File: src/rtl/bonsai_writer_pkg.sv
`default_nettype none
// ============================================================================
// Module  : bonsai_writer_pkg
// Purpose : Shared definitions for the output line writer. Holds the writer
//           FSM state encoding, the line size in bytes, and the elaboration
//           check on line/beat geometry.
// Ports   : none (package)
// Config  : none
// Revision: 1.0 - initial release
// ============================================================================
package bonsai_writer_pkg;

  // Writer FSM encoding. The width is fixed so the encoding stays stable
  // across tools and builds.
  typedef enum logic [1:0] {
    ST_IDLE  = 2'd0,
    ST_RUN   = 2'd1,
    ST_FLUSH = 2'd2,
    ST_DONE  = 2'd3
  } writer_state_e;

  localparam int DEFAULT_LINE_WIDTH = 512;

  // Bytes per memory line for a given line width in bits.
  function automatic int line_bytes(input int line_width);
    return line_width / 8;
  endfunction

  // Line size of the default 512-bit configuration.
  localparam int LINE_BYTES = DEFAULT_LINE_WIDTH / 8;

  // A line must hold a whole, power-of-two number of beats and a whole
  // number of bytes.
  function automatic bit line_geometry_ok(input int line_width, input int beat_width);
    int ratio;
    if (beat_width <= 0 || line_width <= 0) return 1'b0;
    if ((line_width % beat_width) != 0) return 1'b0;
    if ((line_width % 8) != 0) return 1'b0;
    ratio = line_width / beat_width;
    return (ratio >= 1) && ((ratio & (ratio - 1)) == 0);
  endfunction

endpackage
`default_nettype wire

File: src/rtl/output_line_writer_line_packer.sv
`default_nettype none
// ============================================================================
// Module  : line_packer
// Purpose : Slot counter and line accumulator. Beats are written into
//           consecutive slots of a line, slot 0 in the LSBs. Two views of
//           the line are offered combinationally:
//             merged_line - accumulator with the incoming beat already
//                           placed in the current slot
//             padded_line - filled slots kept, unfilled slots all-ones
// Ports   : clk, rst        clock / async active-high reset
//           clear           restart at slot 0
//           push, beat      store beat in current slot and advance
//           slot            current fill position
//           merged_line     line including the beat being pushed
//           padded_line     partial line padded with max-key sentinels
// Config  : none
// Revision: 1.0 - initial release
// ============================================================================
module line_packer #(
  parameter int BEAT_W = 128,
  parameter int R      = 4,
  parameter int SLOT_W = 2
) (
  input  logic                clk,
  input  logic                rst,
  input  logic                clear,
  input  logic                push,
  input  logic [BEAT_W-1:0]   beat,
  output logic [SLOT_W-1:0]   slot,
  output logic [R*BEAT_W-1:0] merged_line,
  output logic [R*BEAT_W-1:0] padded_line
);

  localparam logic [SLOT_W-1:0] LAST_SLOT = SLOT_W'(R - 1);

  logic [R*BEAT_W-1:0] acc;

  always_ff @(posedge clk or posedge rst) begin
    if (rst) begin
      slot <= '0;
      acc  <= '0;
    end else if (clear) begin
      // Stale accumulator contents are harmless: only slots below the
      // current slot are ever read back.
      slot <= '0;
    end else if (push) begin
      for (int k = 0; k < R; k++) begin
        if (slot == SLOT_W'(k)) acc[k*BEAT_W +: BEAT_W] <= beat;
      end
      slot <= (slot == LAST_SLOT) ? '0 : slot + 1'b1;
    end
  end

  for (genvar k = 0; k < R; k++) begin : g_slot
    assign merged_line[k*BEAT_W +: BEAT_W] =
      (push && (slot == SLOT_W'(k))) ? beat : acc[k*BEAT_W +: BEAT_W];
    assign padded_line[k*BEAT_W +: BEAT_W] =
      (SLOT_W'(k) < slot) ? acc[k*BEAT_W +: BEAT_W] : {BEAT_W{1'b1}};
  end

endmodule
`default_nettype wire

File: src/rtl/output_line_writer.sv
`default_nettype none
// ============================================================================
// Module  : output_line_writer
// Purpose : Packs beats from a first-word-fall-through FIFO into memory
//           lines and issues them as a valid/ready write stream at
//           consecutive line addresses. A job writes i_num_lines lines from
//           i_base_addr; i_flush ends the stream early, padding a partial
//           line with all-ones sentinels.
// Ports   : i_clk, i_rst               clock / async active-high reset
//           i_start, i_base_addr,
//           i_num_lines                job start and parameters
//           i_data, i_fifo_empty,
//           o_fifo_read                FIFO head and pop
//           i_flush                    end of stream
//           o_wr_valid, o_wr_addr,
//           o_wr_data, i_wr_ready      line write channel
//           o_busy, o_done             job status
//           o_stall_cycles             write backpressure cycles (optional)
// Config  : WRITER_PERF_EN - adds o_stall_cycles (saturating)
// Revision: 1.0 - initial release
// ============================================================================
module output_line_writer
  import bonsai_writer_pkg::*;
#(
  parameter int DATA_WIDTH = 32,
  parameter int P          = 4,
  parameter int LINE_WIDTH = 512,
  parameter int ADDR_WIDTH = 64
) (
  input  logic                    i_clk,
  input  logic                    i_rst,
  input  logic                    i_start,
  input  logic [ADDR_WIDTH-1:0]   i_base_addr,
  input  logic [31:0]             i_num_lines,
  input  logic [P*DATA_WIDTH-1:0] i_data,
  input  logic                    i_fifo_empty,
  output logic                    o_fifo_read,
  input  logic                    i_flush,
  output logic                    o_wr_valid,
  output logic [ADDR_WIDTH-1:0]   o_wr_addr,
  output logic [LINE_WIDTH-1:0]   o_wr_data,
  input  logic                    i_wr_ready,
  output logic                    o_busy,
  output logic                    o_done
`ifdef WRITER_PERF_EN
  ,
  output logic [31:0]             o_stall_cycles
`endif
);

  localparam int BEAT_W = P * DATA_WIDTH;
  localparam int R      = LINE_WIDTH / BEAT_W;
  localparam int SLOT_W = (R > 1) ? $clog2(R) : 1;
  localparam logic [SLOT_W-1:0]     LAST_SLOT = SLOT_W'(R - 1);
  localparam logic [ADDR_WIDTH-1:0] LINE_STEP = ADDR_WIDTH'(line_bytes(LINE_WIDTH));

  if (!line_geometry_ok(LINE_WIDTH, BEAT_W)) begin : g_bad_geometry
    $error("output_line_writer: LINE_WIDTH must be a power-of-two multiple of P*DATA_WIDTH");
  end

  writer_state_e           state;
  logic [31:0]             num_lines;
  logic [31:0]             lines_loaded;
  logic [ADDR_WIDTH-1:0]   next_addr;
  logic [SLOT_W-1:0]       slot;
  logic [LINE_WIDTH-1:0]   merged_line;
  logic [LINE_WIDTH-1:0]   padded_line;

  logic start_ok;
  logic out_free;
  logic accept;
  logic lines_left;
  logic run_load;
  logic pad_load;
  logic load;

  assign start_ok   = (state == ST_IDLE) && i_start;
  assign accept     = o_wr_valid && i_wr_ready;
  // Output register can take a new line this cycle: empty or draining.
  assign out_free   = !o_wr_valid || i_wr_ready;
  assign lines_left = (lines_loaded != num_lines);

  // Only the beat completing a line needs room in the output register;
  // earlier beats only go to the accumulator. Once every line of the job
  // has been loaded the FIFO is left alone.
  assign o_fifo_read = (state == ST_RUN) && !i_fifo_empty && lines_left &&
                       ((slot != LAST_SLOT) || out_free);

  assign run_load = o_fifo_read && (slot == LAST_SLOT);
  assign pad_load = (state == ST_FLUSH) && (slot != '0) && out_free && lines_left;
  assign load     = run_load || pad_load;

  line_packer #(
    .BEAT_W (BEAT_W),
    .R      (R),
    .SLOT_W (SLOT_W)
  ) u_packer (
    .clk         (i_clk),
    .rst         (i_rst),
    .clear       (start_ok || pad_load),
    .push        (o_fifo_read),
    .beat        (i_data),
    .slot        (slot),
    .merged_line (merged_line),
    .padded_line (padded_line)
  );

  // Job FSM
  always_ff @(posedge i_clk or posedge i_rst) begin
    if (i_rst) begin
      state <= ST_IDLE;
    end else begin
      case (state)
        ST_IDLE: begin
          if (i_start) state <= (i_num_lines == 32'd0) ? ST_DONE : ST_RUN;
        end
        ST_RUN: begin
          if (!lines_left && accept) state <= ST_DONE;
          else if (i_flush)          state <= ST_FLUSH;
        end
        ST_FLUSH: begin
          // Slot 0 means any padded line is already in the output register;
          // finish as soon as that register drains.
          if ((slot == '0) && out_free) state <= ST_DONE;
        end
        ST_DONE:  state <= ST_IDLE;
        default:  state <= ST_IDLE;
      endcase
    end
  end

  // Job counters and next line address
  always_ff @(posedge i_clk or posedge i_rst) begin
    if (i_rst) begin
      num_lines    <= '0;
      lines_loaded <= '0;
      next_addr    <= '0;
    end else if (start_ok) begin
      num_lines    <= i_num_lines;
      lines_loaded <= '0;
      next_addr    <= i_base_addr;
    end else if (load) begin
      lines_loaded <= lines_loaded + 32'd1;
      next_addr    <= next_addr + LINE_STEP;
    end
  end

  // Output register: a load and an accept in the same cycle hand over
  // back to back, so valid stays high.
  always_ff @(posedge i_clk or posedge i_rst) begin
    if (i_rst) begin
      o_wr_valid <= 1'b0;
      o_wr_addr  <= '0;
      o_wr_data  <= '0;
    end else if (load) begin
      o_wr_valid <= 1'b1;
      o_wr_addr  <= next_addr;
      o_wr_data  <= pad_load ? padded_line : merged_line;
    end else if (accept) begin
      o_wr_valid <= 1'b0;
    end
  end

  assign o_busy = (state == ST_RUN) || (state == ST_FLUSH);
  assign o_done = (state == ST_DONE);

`ifdef WRITER_PERF_EN
  always_ff @(posedge i_clk or posedge i_rst) begin
    if (i_rst) begin
      o_stall_cycles <= '0;
    end else if (start_ok) begin
      o_stall_cycles <= '0;
    end else if (o_wr_valid && !i_wr_ready && (o_stall_cycles != '1)) begin
      o_stall_cycles <= o_stall_cycles + 32'd1;
    end
  end
`endif

endmodule
`default_nettype wire

File: config.mk
export PLATFORM = sky130hd
export DESIGN_NAME = output_line_writer
export DESIGN_NICKNAME = d
export VERILOG_FILES = /design/src/rtl/bonsai_writer_pkg.sv /design/src/rtl/output_line_writer_line_packer.sv /design/src/rtl/output_line_writer.sv
export SDC_FILE = /design/constraint.sdc
export NUM_CORES = 2
export LEC_CHECK = 0
export CORE_AREA = 2 2 316 318
export DETAILED_ROUTE_END_ITERATION = 8
export DIE_AREA = 0 0 318 320
export PLACE_DENSITY_LB_ADDON = 0.3
export SYNTH_ARGS = -nofsm -noshare
export SYNTH_HDL_FRONTEND = slang
export SYNTH_SLANG_ARGS = --single-unit
File: constraint.sdc
create_clock -name i_clk -period 42.6 [get_ports i_clk]
set_input_delay 4.26 -clock i_clk [delete_from_list [all_inputs] [get_ports i_clk]]
set_output_delay 4.26 -clock i_clk [all_outputs]
set_load 0.02 [all_outputs]
==> impl_metrics.tcl <==
set metrics [dict create \
    status "completed" \
    numClockSinks 1093 \
    slowest_stage "clkdlybuf4s50_1" \
    slowest_delay_ns 0.77 \
    pre_cts_ws_ns 31.82 \
    drtPass1Iterations 9 \
    finalClockSkew_ns 0.0299 \
    finalSetupViolations 0 \
    synthAdderAreaFrac 0.00326 \
    antenna_found_initial 2 \
    maxSlewHeadroom 0.189 \
    cts-buffers-inserted 112 \
    hold_path_class "flop to flop" \
    synth-seq-area-share 0.594 \
    synth_seq_cells 1093 \
    final_common_cell "dfrtp_1" \
    syn_area_per_cell_um2 11.7 \
    synth_fp_nets 4178 \
    yosysTopAreaCellShare 0.594 \
    synth.area.top_cells "dfrtp_1 (59%), mux2_2 (9.4%), o221a_2 (6.3%)" \
    syn2layout_area_growth_pct 28.2 \
    synth_compound_area_frac 0.103 \
    synth_xor_area_frac 0.00818 \
    fin_util 0.602 \
    tns_ns 0 \
    crit_required_ns 38.34 \
    grt_max_degree 173 \
    cp_num_buf_inv 2 \
    synth_edf_count 0 \
    worstSetupPathType "input pin to output pin" \
    avgRoutedWirePerCell_um 24.2 \
    grt.overflow.total 0 \
    yosys.area.top_type "dfrtp_1" \
    cts_htree_levels 3 \
    clock-root-buffer "clkbuf_16" \
    grt_pass1_vias 34300 \
    drt_wl_total_mm 146 \
    dp_hpwl_mm 91.5 \
    pin_count 810 \
    synth_top_family_by_area "simple AND/OR/NAND/NOR gates" \
    grt_pass1_wl_mm 221 \
    cts_resized 0 \
    holdBufCountCts 0 \
    post_cts_buffers 0 \
    die_x_um 318 \
    crit_family "buffers and inverters" \
    die_y_um 320 \
    cts.reportedPaths.clkPinSlew_ns 0.06 \
    critical_path_arrival_ns 6.58 \
    grt_usage 0.281 \
    final_nets 4865 \
    ant_nets 0 \
    yosys.area_share.simple 0.144 \
    clk_latency_ns 0.72 \
    drive_above_1_share 0.187 \
    core-area_um2 98000 \
    die_area_um2 102000 \
    peakVddDrop_v 0.0000477 \
    crit_chain "clkdlybuf4s50_1, nor2b_1, a21oi_1, a21boi_1, clkdlybuf4s50_1" \
    async_flop_share 1.00 \
    fin_crit_ns 10.84 \
    ys_types 56 \
    cp_max_fo 7 \
    start_util 0.470 \
    period_share 0.255 \
    syn_area_um2 46000 \
    remaining_drc_errors 0 \
    drt_iter0_markers 2940 \
    yosysWarnings 0 \
    port_buffers 809 \
    critPathLaunchType "input pin" \
    fill_cells 7842 \
    timing.fmax_mhz 92.2 \
    powerDensity_nw_per_um2 82.3 \
    place_congestion 0.889 \
    final_hold_viol_count 0 \
    tightest_slew_ns 1.22 \
    final_cell_mix "dfrtp_1 (1,093), clkdlybuf4s50_1 (809), nand2_1 (606), mux2_2 (385), nand2b_1 (263)" \
    cts_tree "yes" \
    routed_via_density 5.76 \
    final_max_slew_viol_count 0 \
    grt_setup_unrepaired "false" \
    netlist_instances 3936 \
    row_count 115 \
    power_uw 4860 \
    muxShareOfSynthArea 0.123 \
    path_common_cell "clkdlybuf4s50_1" \
    p_leak_uw 0.0265 \
    drv_cap 0 \
    cp-end-kind "output pin" \
    finalHoldWorstSlack_ns 0.473 \
    synth_top_flop_cell "dfrtp_1" \
    setup_ws_ns 31.76 \
    num_vias 34600 \
    clock_path_buffers 3 \
]
sequential cells by signal, indices dropped and copies added (netlist names):
register	flops
o_wr_data	512
u_packer.acc	384
next_addr	64
o_wr_addr	64
lines_loaded	32
num_lines	32
state	2
u_packer.slot	2
o_wr_valid	1
logic make-up after synthesis:
family	after synthesis
AOI/OAI and AO/OA	579
xor gates and xnor gates	43
adders and majority gates	12
buffers and inverters	293
DFF	1093
muxes	516
and+or+nand+nor	1400
metal layers:
layer  vias to the layer above  track usage  share of wire
met3                       291       0.0636          0.071
met5                         -            0        0.00015
li1                      15300            -              -
met4                         4        0.122          0.044
met2                      1299        0.460           0.48
met1                     17700        0.360           0.40
cell type report:
cell class / count / area [um^2] / share of cell area
Sequential cell: 1093 / 27400 / 0.463
Multi-Input combinational cell: 2550 / 17600 / 0.298
Timing Repair Buffer: 851 / 8510 / 0.144
Clock buffer: 161 / 3230 / 0.0547
Tap cell: 1287 / 1610 / 0.0273
Clock inverter: 44 / 642 / 0.0109
Inverter: 15 / 63.8 / 0.00108
Antenna cell: 1 / 2.50 / 0.0000424
tightest hold or removal path, stage by stage, from the launching register on:
cell and delay (ns):
dfrtp_1 0.35, nand2_1 0.05, nand2_1 0.05
worst paths after layout:
kind                                  from             end  slack [ns]  cells after the start
max                             i_wr_ready     o_fifo_read       31.76                      5
min                           next_addr[2]    o_wr_addr[2]        0.47                      2
max reg2reg                lines_loaded[9]  o_wr_data[238]       37.32                      9
min reg2reg                   next_addr[2]    o_wr_addr[2]        0.47                      2
max in group asynchronous            i_rst  o_wr_data[415]       35.57                      5
min in group asynchronous            i_rst   o_wr_addr[49]        4.10                      2
cells in the mapped netlist, drive strengths merged (2+ instances only):
cell type     n
dfrtp      1093
a21oi       160
or4b          3
nor2        197
o31ai        39
ha           12
xor2         36
and2          4
xnor2         7
mux2i       131
a211oi        2
clkbuf      217
o211ai        5
o21a          9
or2           4
a31oi        45
nor4         16
nand4        29
a21boi        2
nand2b      263
o21ai        47
o221a       256
mux2        385
inv          15
and3         14
nand3       168
buf          61
nor2b         2
nand3b        2
or4          39
or3          31
nand2       607
a21o          2
and4          8
nor3         12
stage by stage:
step,std cells,area (um^2)
3_3_place_gp,5796,55200
3_5_place_dp,5796,55200
4_1_cts,6001,59000
2_1_floorplan,3936,46000
5_1_grt,6001,59000
6_report,6002,59000
power by group:
| part | total (uW) | switching (uW) | internal (uW) | leakage (uW) |
|---|---|---|---|---|
| Combinational | 2020 | 1030 | 983 | 0.0117 |
| Sequential | 1810 | 287 | 1520 | 0.0129 |
| Clock | 1030 | 431 | 601 | 0.00189 |
| Total | 4860 | 1750 | 3110 | 0.0265 |
Power figures use the tool's default switching activity.
